**config.mk**
```make
export PLATFORM = sky130hd
export DESIGN_NAME = wb_regfile_writer
export DESIGN_NICKNAME = d
export VERILOG_FILES = /design/src/rtl/cqu_wb_pkg.sv /design/src/rtl/wb_regfile_writer_load_align.sv /design/src/rtl/wb_regfile_writer.sv
export SDC_FILE = /design/constraint.sdc
export NUM_CORES = 2
export LEC_CHECK = 0
export BUFFER_PORTS_ARGS = -buffer_cell sky130_fd_sc_hd__clkbuf_2
export CAP_MARGIN = 20
export CORE_MARGIN = 3
export CORE_UTILIZATION = 40
export CTS_BUF_LIST = sky130_fd_sc_hd__clkbuf_8
export DETAILED_ROUTE_END_ITERATION = 10
export PLACE_DENSITY_LB_ADDON = 0.3
export SLEW_MARGIN = 25
export SYNTH_ARGS = -nofsm -noshare
export SYNTH_HDL_FRONTEND = slang
export SYNTH_HIERARCHICAL = 1
export SYNTH_SLANG_ARGS = --single-unit
```
**constraint.sdc**
```tcl
create_clock -name clk -period 35 [get_ports clk]
set_input_delay 7 -clock clk [delete_from_list [all_inputs] [get_ports clk]]
set_output_delay 7 -clock clk [all_outputs]
set_load 0.05 [all_outputs]
```
**src/rtl/cqu_wb_pkg.sv**
```systemverilog
// Shared constants for the writeback / register-file slice.
package cqu_wb_pkg;
    localparam int DEF_DATA_W = 32;

    localparam logic [2:0] LT_LW  = 3'd0;
    localparam logic [2:0] LT_LB  = 3'd1;
    localparam logic [2:0] LT_LBU = 3'd2;
    localparam logic [2:0] LT_LH  = 3'd3;
    localparam logic [2:0] LT_LHU = 3'd4;

    localparam logic [4:0] REG_ZERO = 5'd0;
endpackage

```
**src/rtl/wb_regfile_writer_load_align.sv**
```systemverilog
// Little-endian load alignment and sign/zero extension of a raw memory word.
module load_align
    import cqu_wb_pkg::*;
#(
    parameter int DATA_W = DEF_DATA_W
) (
    input  logic [DATA_W-1:0] mem_data,
    input  logic [2:0]        load_type,
    input  logic [1:0]        addr_lo,
    output logic [DATA_W-1:0] load_data
);
    logic [7:0]  byte_sel;
    logic [15:0] half_sel;

    assign byte_sel = mem_data[{addr_lo, 3'b000} +: 8];
    // Halfword loads ignore the low address bit.
    assign half_sel = mem_data[{addr_lo[1], 4'b0000} +: 16];

    always_comb begin
        load_data = mem_data;
        case (load_type)
            LT_LB:   load_data = {{(DATA_W-8){byte_sel[7]}}, byte_sel};
            LT_LBU:  load_data = {{(DATA_W-8){1'b0}}, byte_sel};
            LT_LH:   load_data = {{(DATA_W-16){half_sel[15]}}, half_sel};
            LT_LHU:  load_data = {{(DATA_W-16){1'b0}}, half_sel};
            default: load_data = mem_data;
        endcase
    end
endmodule

```
**src/rtl/wb_regfile_writer.sv**
```systemverilog
// Writeback stage: one-entry WB register, GPR file with two read ports, forwarding tap, retire counter.
// Optional write-through read bypass when WB_BYPASS_EN is defined.
module wb_regfile_writer
    import cqu_wb_pkg::*;
#(
    parameter int  NUM_REGS = 32,
    parameter int  DATA_W   = DEF_DATA_W,
    parameter int  CNT_W    = 32,
    localparam int AW       = $clog2(NUM_REGS)
) (
    input  logic              clk,
    input  logic              rstn,
    input  logic              stall,
    input  logic              in_valid,
    output logic              in_ready,
    input  logic [AW-1:0]     in_rd,
    input  logic              in_reg_write,
    input  logic              in_mem_to_reg,
    input  logic [DATA_W-1:0] in_alu_result,
    input  logic [DATA_W-1:0] in_mem_data,
    input  logic [2:0]        in_load_type,
    input  logic [1:0]        in_addr_lo,
    input  logic [AW-1:0]     rs_addr,
    input  logic [AW-1:0]     rt_addr,
    output logic [DATA_W-1:0] rs_rdata,
    output logic [DATA_W-1:0] rt_rdata,
    output logic              fwd_valid,
    output logic [AW-1:0]     fwd_rd,
    output logic [DATA_W-1:0] fwd_data,
    output logic [CNT_W-1:0]  retire_count
);
    logic              wb_valid_q;
    logic              wb_done_q;
    logic              fwd_valid_q;
    logic [AW-1:0]     wb_rd_q;
    logic [DATA_W-1:0] wb_data_q;
    logic [DATA_W-1:0] wb_data_d;
    logic [DATA_W-1:0] load_data;
    logic [CNT_W-1:0]  retire_q;
    logic [DATA_W-1:0] regs_q [NUM_REGS];
    logic              we;

    assign in_ready = !stall;

    load_align #(.DATA_W(DATA_W)) u_load_align (
        .mem_data  (in_mem_data),
        .load_type (in_load_type),
        .addr_lo   (in_addr_lo),
        .load_data (load_data)
    );

    assign wb_data_d = in_mem_to_reg ? load_data : in_alu_result;

    // fwd_valid_q already folds in reg_write and rd != 0; wb_done blocks repeat writes while stalled.
    assign we = fwd_valid_q && !wb_done_q;

    always_ff @(posedge clk or posedge rstn) begin
        if (rstn) begin
            wb_valid_q  <= 1'b0;
            wb_done_q   <= 1'b0;
            fwd_valid_q <= 1'b0;
            wb_rd_q     <= '0;
            wb_data_q   <= '0;
            retire_q    <= '0;
        end else begin
            if (wb_valid_q && !wb_done_q)
                retire_q <= retire_q + CNT_W'(1);
            if (stall) begin
                wb_done_q <= wb_done_q | wb_valid_q;
            end else if (in_valid) begin
                wb_valid_q  <= 1'b1;
                wb_done_q   <= 1'b0;
                fwd_valid_q <= in_reg_write && (in_rd != REG_ZERO);
                wb_rd_q     <= in_rd;
                wb_data_q   <= wb_data_d;
            end else begin
                wb_valid_q  <= 1'b0;
                wb_done_q   <= 1'b0;
                fwd_valid_q <= 1'b0;
            end
        end
    end

    always_ff @(posedge clk or posedge rstn) begin
        if (rstn) begin
            for (int i = 0; i < NUM_REGS; i++)
                regs_q[i] <= '0;
        end else if (we) begin
            regs_q[wb_rd_q] <= wb_data_q;
        end
    end

    always_comb begin
        rs_rdata = regs_q[rs_addr];
        rt_rdata = regs_q[rt_addr];
`ifdef WB_BYPASS_EN
        if (fwd_valid_q && (rs_addr == wb_rd_q))
            rs_rdata = wb_data_q;
        if (fwd_valid_q && (rt_addr == wb_rd_q))
            rt_rdata = wb_data_q;
`endif
        if (rs_addr == REG_ZERO)
            rs_rdata = '0;
        if (rt_addr == REG_ZERO)
            rt_rdata = '0;
    end

    assign fwd_valid    = fwd_valid_q;
    assign fwd_rd       = wb_rd_q;
    assign fwd_data     = wb_data_q;
    assign retire_count = retire_q;
endmodule

```
==> flow_summary_export.csv <==
group,metric,value,unit
critical_path,required,28.00,ns
detailed_routing,vias,39706,
synthesis,synthTopCellsByCount,"dfrtp_1, mux2_2, mux4_2",
clock_tree,tritoncts,"built",
clock_tree,numClockSinks,1096,
global_route,grt_pass1_wl,293.4,mm
detailed_routing,initialDrtViolationCount,3934,
critical_path,path_class,"primary input to primary output",
clock_tree,postCtsSetupBuffers,0,
critical_path,rr_worst_depth,4,
global_route,grt_max_degree,171,
synthesis,postSynth.asyncResetShare,100.0,%
critical_path,path_cells,"buf_8 > buf_4 > buf_4 > mux4_2 > nor2b_1 > a211oi_1 > a311oi_1 > buf_4 > clkbuf_2",
pwr,p_clk_share,34.6,%
clock_tree,clkLatencyLatePin,0.92,ns
critical_path,cp_common_cell,"buf_4",
final_layout,fillCellCount,13170,
detailed_routing,postRouteAntennaNets,0,
die,start_util,40.31,%
clock_tree,ctsHoldBuffers,0,
synthesis,yosysMostFrequentCell,"dfrtp_1",
final_layout,nNetsFinal,4264,
global_route,grt_pass1_vias,40414,
place,gp_congestion,0.8113,
synthesis,synth.area.top_cells,"dfrtp_1, mux2_2, mux4_2",
final_layout,area_growth,10.03,%
sta,setup_ws,16.99,ns
global_route,overflow,0,
sta,slew_headroom,21.28,%
pwr,netSwitchingPower,1.080,mW
final_layout,drive_above_1_share,50.62,%
sta,maxSlewViolCount,0,
critical_path,worstSetupStartpointType,"primary input",
clock_tree,clockRootBuffer,"clkbuf_8",
global_route,antenna_found_initial,9,
critical_path,reg2reg_from,"fwd_rd[4]",
pwr,p_leak,30.43,nW
pwr,p_comb_share,20.2,%
synthesis,synth_seq_area_share,45.97,%
pwr,seq_power_share,45.2,%
place,port_buffers,224,
pwr,ir_drop,0.04790,mV
sta,setup_tns,0,ns
sta,tightest_slew,1.148,ns
critical_path,cp_data_arrival_time,11.01,ns
synthesis,syn_nets,4166,
synthesis,netlist_instances,4075,
job,cap_viol_max_count,0,
die,core-area,148000,µm²
synthesis,ys_types,67,
clock_tree,numCtsBuffers,192,
critical_path,crit_fanout,74,
critical_path,reg2reg_slack,31.79,ns
die,die_width,392.2,µm
pwr,intPower,2.466,mW
sta,fin_crit,18.01,ns
pwr,cellPowerDensity,54.01,nW/µm²
run_status,outcome,"finished clean",
critical_path,setup.worst_path.end_class,"primary output",
critical_path,cp_num_cells,9,
detailed_routing,avgRoutedWirePerCell,32.42,µm
die,dieArea,153800,µm²
die,fp-row-count,141,
critical_path,worstSetupStartpoint,"rs_addr[1]",
synthesis,yosys_warnings,6,
critical_path,crit_path_end,"rs_rdata[6]",
critical_path,crit_buf_inv,5,
sta,fmax,0.05552,GHz
synthesis,synth-seq-cells,1096,
detailed_routing,drtPass1Iterations,5,
sta,grt_setup_unrepaired,"false",
synthesis,synth_top_area_share,45.97,%
place,pre_cts_ws,16.95,ns
clock_tree,post_cts_resized,0,
pwr,swShare,30.45,%
critical_path,slowest_delay,0.74,ns
critical_path,timing.rr.end,"regs_q[173]",
clock_tree,cts_buffer_depth,3,
critical_path,worst_path_max_delay_cell,"a311oi_1",
final_layout,ff_latch_area,27440,µm²
synthesis,syn_area,59670,µm²
detailed_routing,wl,203.0,mm
sta,post-route-period-util,51.47,%
sta,hold_viol,0,
synthesis,synth-main-ff-cell,"dfrtp_1",
sta,fin_worst_skew,0.03726,ns
synthesis,synth_edf_count,0,
detailed_routing,drc,0,
synthesis,yosysTopAreaCell,"dfrtp_1",
global_route,grt_usage,26.36,%
clock_tree,clkTransAtPathRegs,0.06,ns
die,boundaryPins,225,
die,dieHeight,392.2,µm
critical_path,cp_top_family,"buffers and inverters",
synthesis,syn_avg_cell_area,14.64,µm²
place,hpwlAfterDp,115.5,mm
final_layout,multi_input_area,29690,µm²
worst_hold_path,hold_path_class,"flip-flop to flip-flop",
clock_tree,h-tree-depth,4,
sta,setup_violations,0,
detailed_routing,vias_per_cell,6.341,
sequential cells by signal (all words and copies together) (netlist names):
register and flops:
fwd_valid 1, fwd_rd 5, wb_valid_q 1, retire_count 32
regs_q 1024, wb_done_q 1, fwd_data 32
final cells by class:
cell class / instances / area share [%]
antenna: 4 / 0.01525
tap: 1930 / 3.678
clock inverter: 97 / 0.8024
timing repair buffer: 333 / 3.152
multi-input combinational: 2542 / 45.22
inverter: 8 / 0.05908
clock buffer: 252 / 5.283
sequential: 1096 / 41.79
stage by stage:
| stage | std cells | util (%) | hold slack, ns | area (µm²) | power, mW |
|---|---|---|---|---|---|
| 3_3_place_gp | 5909 | 41.63 | 0.4590 | 61620 | 2.316 |
| 2_1_floorplan | 4075 | - | 0.4669 | 59670 | 2.133 |
| 4_1_cts | 6258 | 44.33 | 0.4763 | 65620 | 3.564 |
| 5_1_grt | 6259 | 44.35 | 0.5058 | 65640 | 3.693 |
| 3_5_place_dp | 5909 | 41.64 | 0.4562 | 61630 | 2.336 |
| 6_report | 6262 | 44.35 | 0.4716 | 65650 | 3.546 |
power groups by stage:
stage | Combinational [mW] | Clock, mW | Sequential [mW]
after floorplan | 0.531 | 0 | 1.60
after global placement | 0.707 | 0 | 1.61
after detailed placement | 0.718 | 0 | 1.62
after CTS | 0.720 | 1.25 | 1.60
after global routing | 0.763 | 1.31 | 1.63
final | 0.717 | 1.23 | 1.60
layer usage:
metal	GRT usage [%]	share of wire, %
met5	0	0.023
met4	11.15	4.2
met3	5.471	7.3
met2	42.06	47
met1	34.99	41
layout by cell type (no fill, tap or decap), drive strengths merged, types with 7 or more instances in the layout:
cell,count
a211oi,65
a21o,16
a221o,8
a221oi,49
a22oi,72
a311oi,65
and2,9
and3,8
buf,115
clkbuf,470
clkinv,20
clkinvlp,7
dfrtp,1096
inv,75
mux2,1090
mux2i,169
mux4,449
nand2,130
nand3,10
nand4,14
nor2,42
nor2b,76
nor3b,7
o2111ai,17
o21ai,169
xnor2,19
xor2,14
worst min-delay path by stage:
stage / end / from / slack [ns] / cells past startpoint
6_report: retire_count[31] / retire_count[31] / 0.47 / 1
5_1_grt: retire_count[31] / retire_count[31] / 0.51 / 1
4_1_cts: retire_count[31] / retire_count[31] / 0.48 / 1
3_5_place_dp: retire_count[31] / retire_count[31] / 0.46 / 1
3_3_place_gp: retire_count[31] / retire_count[31] / 0.46 / 1
2_1_floorplan: regs_q[545] / regs_q[545] / 0.47 / 1
logic make-up after synthesis:
logic type | synth area share (%)
multiplexers | 40.44
AND/OR/NAND/NOR | 3.129
AO/OA/AOI/OAI | 5.534
XOR/XNOR | 0.4844
buffers and inverters | 4.423
flip-flops | 45.97
adder cells (fa/ha/maj) | 0.02097
worst register-to-register path: cells and delay by family, from the launching register on:
kind / cells / cell delay, ns
flip-flops: 1 / 0.68
multiplexers: 1 / 0.42
AND/OR/NAND/NOR: 2 / 1.33
buffers and inverters: 1 / 0.65
Note: power is estimated with default switching activity, not from simulation.
